<file path="src/rtl/gate_sweep_ctrl_pkg.sv">
// Shared definitions for the gate sweep controller slice.
// Holds the FSM state encoding, the number of truth-table vectors swept,
// and the width of the per-vector dwell counter.
package gate_sweep_ctrl_pkg;

  localparam int unsigned NUM_VECS = 4;
  localparam int unsigned VEC_W    = 2;
  localparam int unsigned DWELL_W  = 8;

  typedef enum logic [1:0] {
    ST_IDLE  = 2'd0,
    ST_DRIVE = 2'd1,
    ST_DONE  = 2'd2
  } state_e;

  typedef logic [VEC_W-1:0] vec_t;

endpackage

</file>
<file path="src/rtl/gate_sweep_ctrl_if.sv">
// Bundle between the sweep controller and its environment.
//   start/abort/expected : sweep requests and reference truth table
//   in1/in2              : drive pins of the external 2-input gate
//   gate_out             : response of the external gate
//   busy/done/tt/pass    : sweep status and captured truth table
// master = environment side, slave = controller side.
interface gate_sweep_ctrl_if;
  import gate_sweep_ctrl_pkg::*;

  logic                start;
  logic                abort;
  logic [NUM_VECS-1:0] expected;
  logic                in1;
  logic                in2;
  logic                gate_out;
  logic                busy;
  logic                done;
  logic [NUM_VECS-1:0] tt;
  logic                pass;

  modport master (
    output start, abort, expected, gate_out,
    input  in1, in2, busy, done, tt, pass
  );

  modport slave (
    input  start, abort, expected, gate_out,
    output in1, in2, busy, done, tt, pass
  );

endinterface

</file>
<file path="src/rtl/gate_sweep_ctrl_dwell_counter.sv">
// Per-vector dwell counter.
//   clk, rst_n : clock, asynchronous active-low reset
//   load       : clear count to zero (start of a vector)
//   enable     : advance count by one
//   tc         : count has reached DWELL-1, i.e. this is the last dwell cycle
// Counting saturates at DWELL-1 so the counter never wraps within a vector.
module dwell_counter
  import gate_sweep_ctrl_pkg::*;
#(
  parameter int unsigned DWELL = 2
) (
  input  logic clk,
  input  logic rst_n,
  input  logic load,
  input  logic enable,
  output logic tc
);

  localparam logic [DWELL_W-1:0] LAST = DWELL_W'(DWELL - 1);

  logic [DWELL_W-1:0] count_q;
  logic [DWELL_W-1:0] count_d;

  always_comb begin
    count_d = count_q;
    if (load) begin
      count_d = '0;
    end else if (enable && (count_q != LAST)) begin
      count_d = count_q + DWELL_W'(1);
    end
  end

  always_ff @(posedge clk or negedge rst_n) begin
    if (!rst_n) begin
      count_q <= '0;
    end else begin
      count_q <= count_d;
    end
  end

  assign tc = (count_q == LAST);

endmodule

</file>
<file path="src/rtl/gate_sweep_ctrl.sv">
// Truth-table sweep controller for an external 2-input gate.
//   clk, rst_n : clock, asynchronous active-low reset
//   bus        : gate_sweep_ctrl_if.slave (start/abort/expected in,
//                in1/in2 gate drive, gate_out response, busy/done/tt/pass)
// On start, vectors 00,01,10,11 are each held for DWELL cycles; gate_out is
// captured into tt[vec] on the last dwell cycle. A one-cycle DONE follows,
// reporting pass = (tt == expected latched at start).
module gate_sweep_ctrl
  import gate_sweep_ctrl_pkg::*;
#(
  parameter int unsigned DWELL = 2
) (
  input  logic              clk,
  input  logic              rst_n,
  gate_sweep_ctrl_if.slave  bus
);

  state_e              state_q, state_d;
  vec_t                vec_q, vec_d;
  logic [NUM_VECS-1:0] tt_q, tt_d;
  logic [NUM_VECS-1:0] exp_q, exp_d;
  logic                pass_q, pass_d;
  logic                cnt_load;
  logic                cnt_en;
  logic                cnt_tc;

  dwell_counter #(
    .DWELL (DWELL)
  ) u_dwell (
    .clk    (clk),
    .rst_n  (rst_n),
    .load   (cnt_load),
    .enable (cnt_en),
    .tc     (cnt_tc)
  );

  always_comb begin
    state_d  = state_q;
    vec_d    = vec_q;
    tt_d     = tt_q;
    exp_d    = exp_q;
    pass_d   = pass_q;
    cnt_load = 1'b0;
    cnt_en   = 1'b0;

    unique case (state_q)
      ST_IDLE: begin
        // abort takes priority over start while idle
        if (bus.start && !bus.abort) begin
          exp_d    = bus.expected;
          tt_d     = '0;
          pass_d   = 1'b0;
          vec_d    = '0;
          cnt_load = 1'b1;
          state_d  = ST_DRIVE;
        end
      end

      ST_DRIVE: begin
        if (bus.abort) begin
          vec_d    = '0;
          pass_d   = 1'b0;
          cnt_load = 1'b1;
          state_d  = ST_IDLE;
        end else if (cnt_tc) begin
          tt_d[vec_q] = bus.gate_out;
          cnt_load    = 1'b1;
          if (vec_q == vec_t'(NUM_VECS - 1)) begin
            vec_d   = '0;
            // registered here so pass is already valid in the DONE cycle
            pass_d  = (tt_d == exp_q);
            state_d = ST_DONE;
          end else begin
            vec_d = vec_q + vec_t'(1);
          end
        end else begin
          cnt_en = 1'b1;
        end
      end

      ST_DONE: begin
        state_d = ST_IDLE;
      end

      default: begin
        state_d = ST_IDLE;
      end
    endcase
  end

  always_ff @(posedge clk or negedge rst_n) begin
    if (!rst_n) begin
      state_q <= ST_IDLE;
      vec_q   <= '0;
      tt_q    <= '0;
      exp_q   <= '0;
      pass_q  <= 1'b0;
    end else begin
      state_q <= state_d;
      vec_q   <= vec_d;
      tt_q    <= tt_d;
      exp_q   <= exp_d;
      pass_q  <= pass_d;
    end
  end

  assign bus.busy = (state_q == ST_DRIVE);
  assign bus.done = (state_q == ST_DONE);
  assign bus.in1  = (state_q == ST_DRIVE) & vec_q[1];
  assign bus.in2  = (state_q == ST_DRIVE) & vec_q[0];
  assign bus.tt   = tt_q;
  assign bus.pass = pass_q;

endmodule

</file>
<file path="src/flat_wrapper.sv">
// flat-port wrapper written by rule: the top's interface ports become plain ports
module gate_sweep_ctrl_flat import gate_sweep_ctrl_pkg::*;
#(
  parameter int unsigned DWELL = 2
)
  (clk, rst_n, bus_start, bus_abort, bus_expected, bus_gate_out, bus_in1, bus_in2, bus_busy, bus_done, bus_tt, bus_pass);
  gate_sweep_ctrl_if bus_i ();
  input  logic clk;
  input  logic rst_n;
  input wire logic [$bits(bus_i.start)-1:0] bus_start;
  input wire logic [$bits(bus_i.abort)-1:0] bus_abort;
  input wire logic [$bits(bus_i.expected)-1:0] bus_expected;
  input wire logic [$bits(bus_i.gate_out)-1:0] bus_gate_out;
  output wire logic [$bits(bus_i.in1)-1:0] bus_in1;
  output wire logic [$bits(bus_i.in2)-1:0] bus_in2;
  output wire logic [$bits(bus_i.busy)-1:0] bus_busy;
  output wire logic [$bits(bus_i.done)-1:0] bus_done;
  output wire logic [$bits(bus_i.tt)-1:0] bus_tt;
  output wire logic [$bits(bus_i.pass)-1:0] bus_pass;
  assign bus_i.start = bus_start;
  assign bus_i.abort = bus_abort;
  assign bus_i.expected = bus_expected;
  assign bus_i.gate_out = bus_gate_out;
  assign bus_in1 = bus_i.in1;
  assign bus_in2 = bus_i.in2;
  assign bus_busy = bus_i.busy;
  assign bus_done = bus_i.done;
  assign bus_tt = bus_i.tt;
  assign bus_pass = bus_i.pass;
  gate_sweep_ctrl #(.DWELL(DWELL)) u_core (.clk(clk), .rst_n(rst_n), .bus(bus_i));
endmodule
</file>
<file path="config.mk">
export PLATFORM = sky130hd
export DESIGN_NAME = gate_sweep_ctrl_flat
export DESIGN_NICKNAME = d
export VERILOG_FILES = /design/src/rtl/gate_sweep_ctrl_pkg.sv /design/src/rtl/gate_sweep_ctrl_if.sv /design/src/rtl/gate_sweep_ctrl_dwell_counter.sv /design/src/rtl/gate_sweep_ctrl.sv /design/src/flat_wrapper.sv
export SDC_FILE = /design/constraint.sdc
export NUM_CORES = 1
export LEC_CHECK = 0
export CORE_MARGIN = 10
export CORE_UTILIZATION = 48
export DETAILED_ROUTE_END_ITERATION = 16
export PLACE_DENSITY_LB_ADDON = 0.25
export SLEW_MARGIN = 20
export SYNTH_ARGS = -nofsm -noshare
export SYNTH_HDL_FRONTEND = slang
export SYNTH_SLANG_ARGS = --single-unit
</file>
<file path="constraint.sdc">
create_clock -name clk -period 2.3 [get_ports clk]
set_clock_uncertainty 0.2 [all_clocks]
set_input_delay 0.46 -clock clk [delete_from_list [all_inputs] [get_ports clk]]
set_output_delay 0.46 -clock clk [all_outputs]
set_load 0.1 [all_outputs]
</file>
# Word-level counts from Yosys, hierarchy flattened
# Cells that the tools add are included.
[word_totals]
ff_bits = 21
output_inout_bits = 9
wordCells = 66
[op_classes]
n_addsub = 2
order_cmp = 2
eq_ne = 11
n_mux = 31
bitwise_logic = 2
n_reduce_logical = 12
[ops]
columns = ["op", "n"]
rows = [
  ["2-to-1 mux 2 bit", 8],
  ["2-to-1 mux 8 bit", 2],
  ["2-to-1 mux 4 bit", 3],
  ["2-to-1 mux 1 bit", 11],
  ["adder 8 x 1 -> 8 bit, second input constant", 1],
  ["equality test 8 x 1 -> 1 bit, second input constant", 1],
  ["inequality test 8 x 1 -> 1 bit, second input constant", 1],
  ["case mux 2 bit (2 select lines)", 2],
  ["case mux 4 bit (2 select lines)", 1],
  ["AND reduction 4 bit", 2],
  ["inequality test 3 x 2 -> 1 bit, second input constant", 2],
  ["AND reduction 3 bit", 2],
  ["bitwise mux 4 bit", 1],
  ["equality test 2 bit, second input constant", 2],
  ["equality test 4 bit", 1],
  ["inequality test 2 x 1 -> 1 bit, second input constant", 2],
  ["case mux 1 bit (2 select lines)", 2],
  ["nonzero test 2 bit", 2],
  ["logical AND 1 bit", 3],
  ["< comparator 2 x 3 -> 1 bit, second input constant", 1],
  ["adder 2 x 1 -> 2 bit, second input constant", 1],
  ["bitwise AND 1 bit", 2],
  ["demux 1 bit (select 2 bit)", 1],
  ["equality test 2 x 1 -> 1 bit, second input constant", 1],
  ["other kinds (5)", 5],
]

# Longest topological paths before layout
[logic_depth]
word_depth = 10
mapped_depth = 7
depth_no_buf = 6

# Hierarchy
# Synthesis repeated with hierarchy kept, for this count alone.
[hier_totals]
hier_cells = 116
area_unflattened_um2 = 1260.0
[modules_own_cells]
columns = ["module", "n_inst", "cells_each", "area_each_um2"]
rows = [
  ["gate_sweep_ctrl", 1, 69, 798.3],
  ["dwell_counter", 1, 47, 461.7],
]

# Worst setup path before layout
# OpenSTA, ideal clock, no wires.
[synth_timing]
path_type = "register to output"
start = "reg u_core.state_q[1]"
end = "out bus_in1"
arrival_ps = 2045
setup_slack_ps = -405
path_stages_with_launch = 5
cell_sequence = "dfrtp_1 buf_2 inv_1 nand2_1 nor2_1"
[synth_between]
elab_chain_len = 2
[synth_rtl]
columns = ["item", "line_no", "source"]
rows = [
  ["start, declared", "gate_sweep_ctrl.sv:18", "state_e state_q, state_d;"],
  ["start signal, assigned", "gate_sweep_ctrl.sv:99", "state_q <= state_d;"],
  ["equality test 2 x 1 -> 1 bit", "gate_sweep_ctrl.sv:109", "assign bus.in1 = (state_q == ST_DRIVE) & vec_q[1];"],
  ["bitwise AND 1 bit", "gate_sweep_ctrl.sv:109", ""],
  ["end, declared", "flat_wrapper.sv:14", "output wire logic [$bits(bus_i.in1)-1:0] bus_in1;"],
]
# Every way passes these cells.

# Worst setup path after layout
# Same ends and word-level chain as after synthesis.

==> reports/metrics.cfg <==
[run_status]
status=complete, no violations

[pwr]
leakagePower_nw=0.709
power_per_cell_area_nw_per_um2=1010
ir_worst_vdd_mv=0.839

[synth]
yosys.area.top_type=dfrtp_1
synth-seq-cells=21
netlist.area_leader.share=0.426
synth_area_per_cell_sq_um=10.5
synth_enable_flop_cells=0
synth_area_sq_um=1230
synthFlopType=dfrtp_1
postSynthCellCount=118
ys_seq_area_frac=0.426
ys_types=39
synth_fp_nets=133
synthTopCellsByArea=dfrtp_1 43%, ha_1 6.1%, mux2_2 5.5%
ys_warn_count=0
async_flop_share=1.00

[setup_path]
crit_arrival_ns=1.49
endpoint=bus_in1
crit_path_start=u_core.state_q[1]$_DFFE_PN0P_
reg2reg_depth=5
r2r_slack_ns=0.20
worstPathMaxFanout=11
path_class=register to output pin
start_kind=register
worst_setup_path_end_kind=output pin
required_ns=1.64
r2r-end=u_core.bus.tt[2]$_DFFE_PN0P_
r2r_start=u_core.u_dwell.count_q[1]$_DFFE_PN0P_

[final_layout]
final_cell_mix=20 x dfrtp_1, 18 x buf_4, 12 x nor2_1
antennaDiodeCount=0
final_nets=164
syn_to_final_growth_pct=28.1
drive_gt1_frac=0.284
layout_commonest_cell=dfrtp_1
stdcell_count=178
final_cell_area_sq_um=1580
finish.utilization=0.644

[floorplan]
start_util=0.503
die_h_um=70.7
fp.dieW_um=70.7
coreArea_sq_um=2450
dieArea_sq_um=5000
row_count=18
io_pins=18

[global_routing]
busiest_layer=met2
grt_pass1_wl_um=4460
gr-usage-all-layers=0.106
grt_overflow=0
grt_use_met3=0.0279
grtUsageMet2=0.169
grt_max_degree=22
gr-usage-met1=0.126
antenna_found_initial=0
grt_pass1_vias=994

[detailed_routing]
drc=0
drtPass1Iterations=4
drt-total-wl_um=2540
initialDrtViolationCount=37
routedWlPerCell_um=14.2
vias=946
vias_per_cell=5.31
drtAntennaViolNets=0

[timing]
tightest_slew_ns=0.383
fin_crit_sh=0.934
fin_setup_tns_ns=0
rsz0062_at_grt=false
hold_violations=0
max_freq_ghz=0.465
period_needed_ns=2.15
slew_viol_final=0
hold_slack_ns=0.266
slew_headroom=0.738
setup_viol=0

[clocking]
ctsHtreeMaxLevel=1
cts_tree=done
clk_latency_ns=0.32
clockBufferDepth=2
clk_pin_slew_worst_paths_ns=0.12
cts_hold_buf=0
cts_setup_buffers=0
ctsResizeCount=0
cts_sinks=21
root_buffer=clkbuf_4
cts_buffers=3

[placement]
postPlaceCellArea_sq_um=1550
dp.cells=174
dp_hpwl_um=2020
port_buffers=17
gp_routability_congestion=0.818

[hold_path]
min_path_type=primary input to async pin

[run]
cap_violations=0

[power breakdown]
part | leakage (nW) | internal, mW | total [mW] | switching [mW]
Clock | 0.0177 | 0.0652 | 0.183 | 0.118
Sequential | 0.277 | 0.463 | 0.535 | 0.0723
Combinational | 0.415 | 0.353 | 0.872 | 0.519
Total | 0.709 | 0.881 | 1.59 | 0.709
[registers in the layout, indices dropped and copies added (netlist names)]
register,flops
u_core.vec_q,2
u_core.bus.tt,4
u_core.state_q,2
u_core.exp_q,4
u_core.u_dwell.count_q,8
u_core.bus.pass,1
[through the flow]
step	total power, mW	setup WS [ns]
CTS	1.60	0.00171
floorplan	1.15	-0.395
global placement	1.40	-0.0819
global route	1.70	0.0585
finish	1.59	0.152
detailed placement	1.42	-0.105
[cell type report]
type | instances | area, sq um
Inverter | 8 | 33.8
Clock inverter | 1 | 5.00
Clock buffer | 3 | 22.5
Fill cell | 203 | 875
Timing Repair Buffer | 30 | 295
Sequential cell | 21 | 527
Multi-Input combinational cell | 85 | 659
Tap cell | 30 | 37.5
[cells by family after synthesis]
family / synth area share
AOI/OAI and AO/OA: 0.144
xor gates and xnor gates: 0.0710
adders and majority gates: 0.0609
buffers and inverters: 0.0416
DFF: 0.426
muxes: 0.104
and+or+nand+nor: 0.152
[synthesized netlist by cell type (2+ instances only)]
cell / n
a211oi_1: 2
a21o_1: 2
a21oi_1: 2
a22o_1: 2
buf_2: 2
dfrtp_1: 21
ha_1: 6
inv_1: 8
mux2_2: 6
mux2i_1: 5
nand2_1: 4
nand3_1: 2
nor2_1: 12
nor3_1: 3
nor3b_1: 2
o2111ai_1: 3
o211ai_1: 2
o21ai_0: 4
or3_1: 2
xnor2_1: 3
xor2_1: 7
[worst min path at each step]
| stage | startpoint | end | depth (start not counted) |
|---|---|---|---|
| finish | rst_n | u_core.bus.tt[3]$_DFFE_PN0P_ | 2 |
| global route | rst_n | u_core.bus.tt[1]$_DFFE_PN0P_ | 2 |
| CTS | rst_n | u_core.bus.tt[3]$_DFFE_PN0P_ | 2 |
| detailed placement | u_core.exp_q[3]$_DFFE_PN0N_ | u_core.exp_q[3]$_DFFE_PN0N_ | 1 |
| global placement | u_core.exp_q[3]$_DFFE_PN0N_ | u_core.exp_q[3]$_DFFE_PN0N_ | 1 |
| floorplan | rst_n | u_core.bus.pass$_DFFE_PN0P_ | 0 |
[metal layers]
metal,wire length [um],part of all wire,vias to the layer above
met5,0,0,-
met4,53,0.021,0
met3,123,0.049,5
met2,1160,0.46,20
met1,1200,0.47,441
li1,-,-,480
[critical path: stages, from the launching register on]
cell     delay (ns)
dfrtp_2        0.50
inv_2          0.13
nand2_2        0.14
nor2_1         0.20
buf_12         0.20
(Power assumes the default switching activity.)
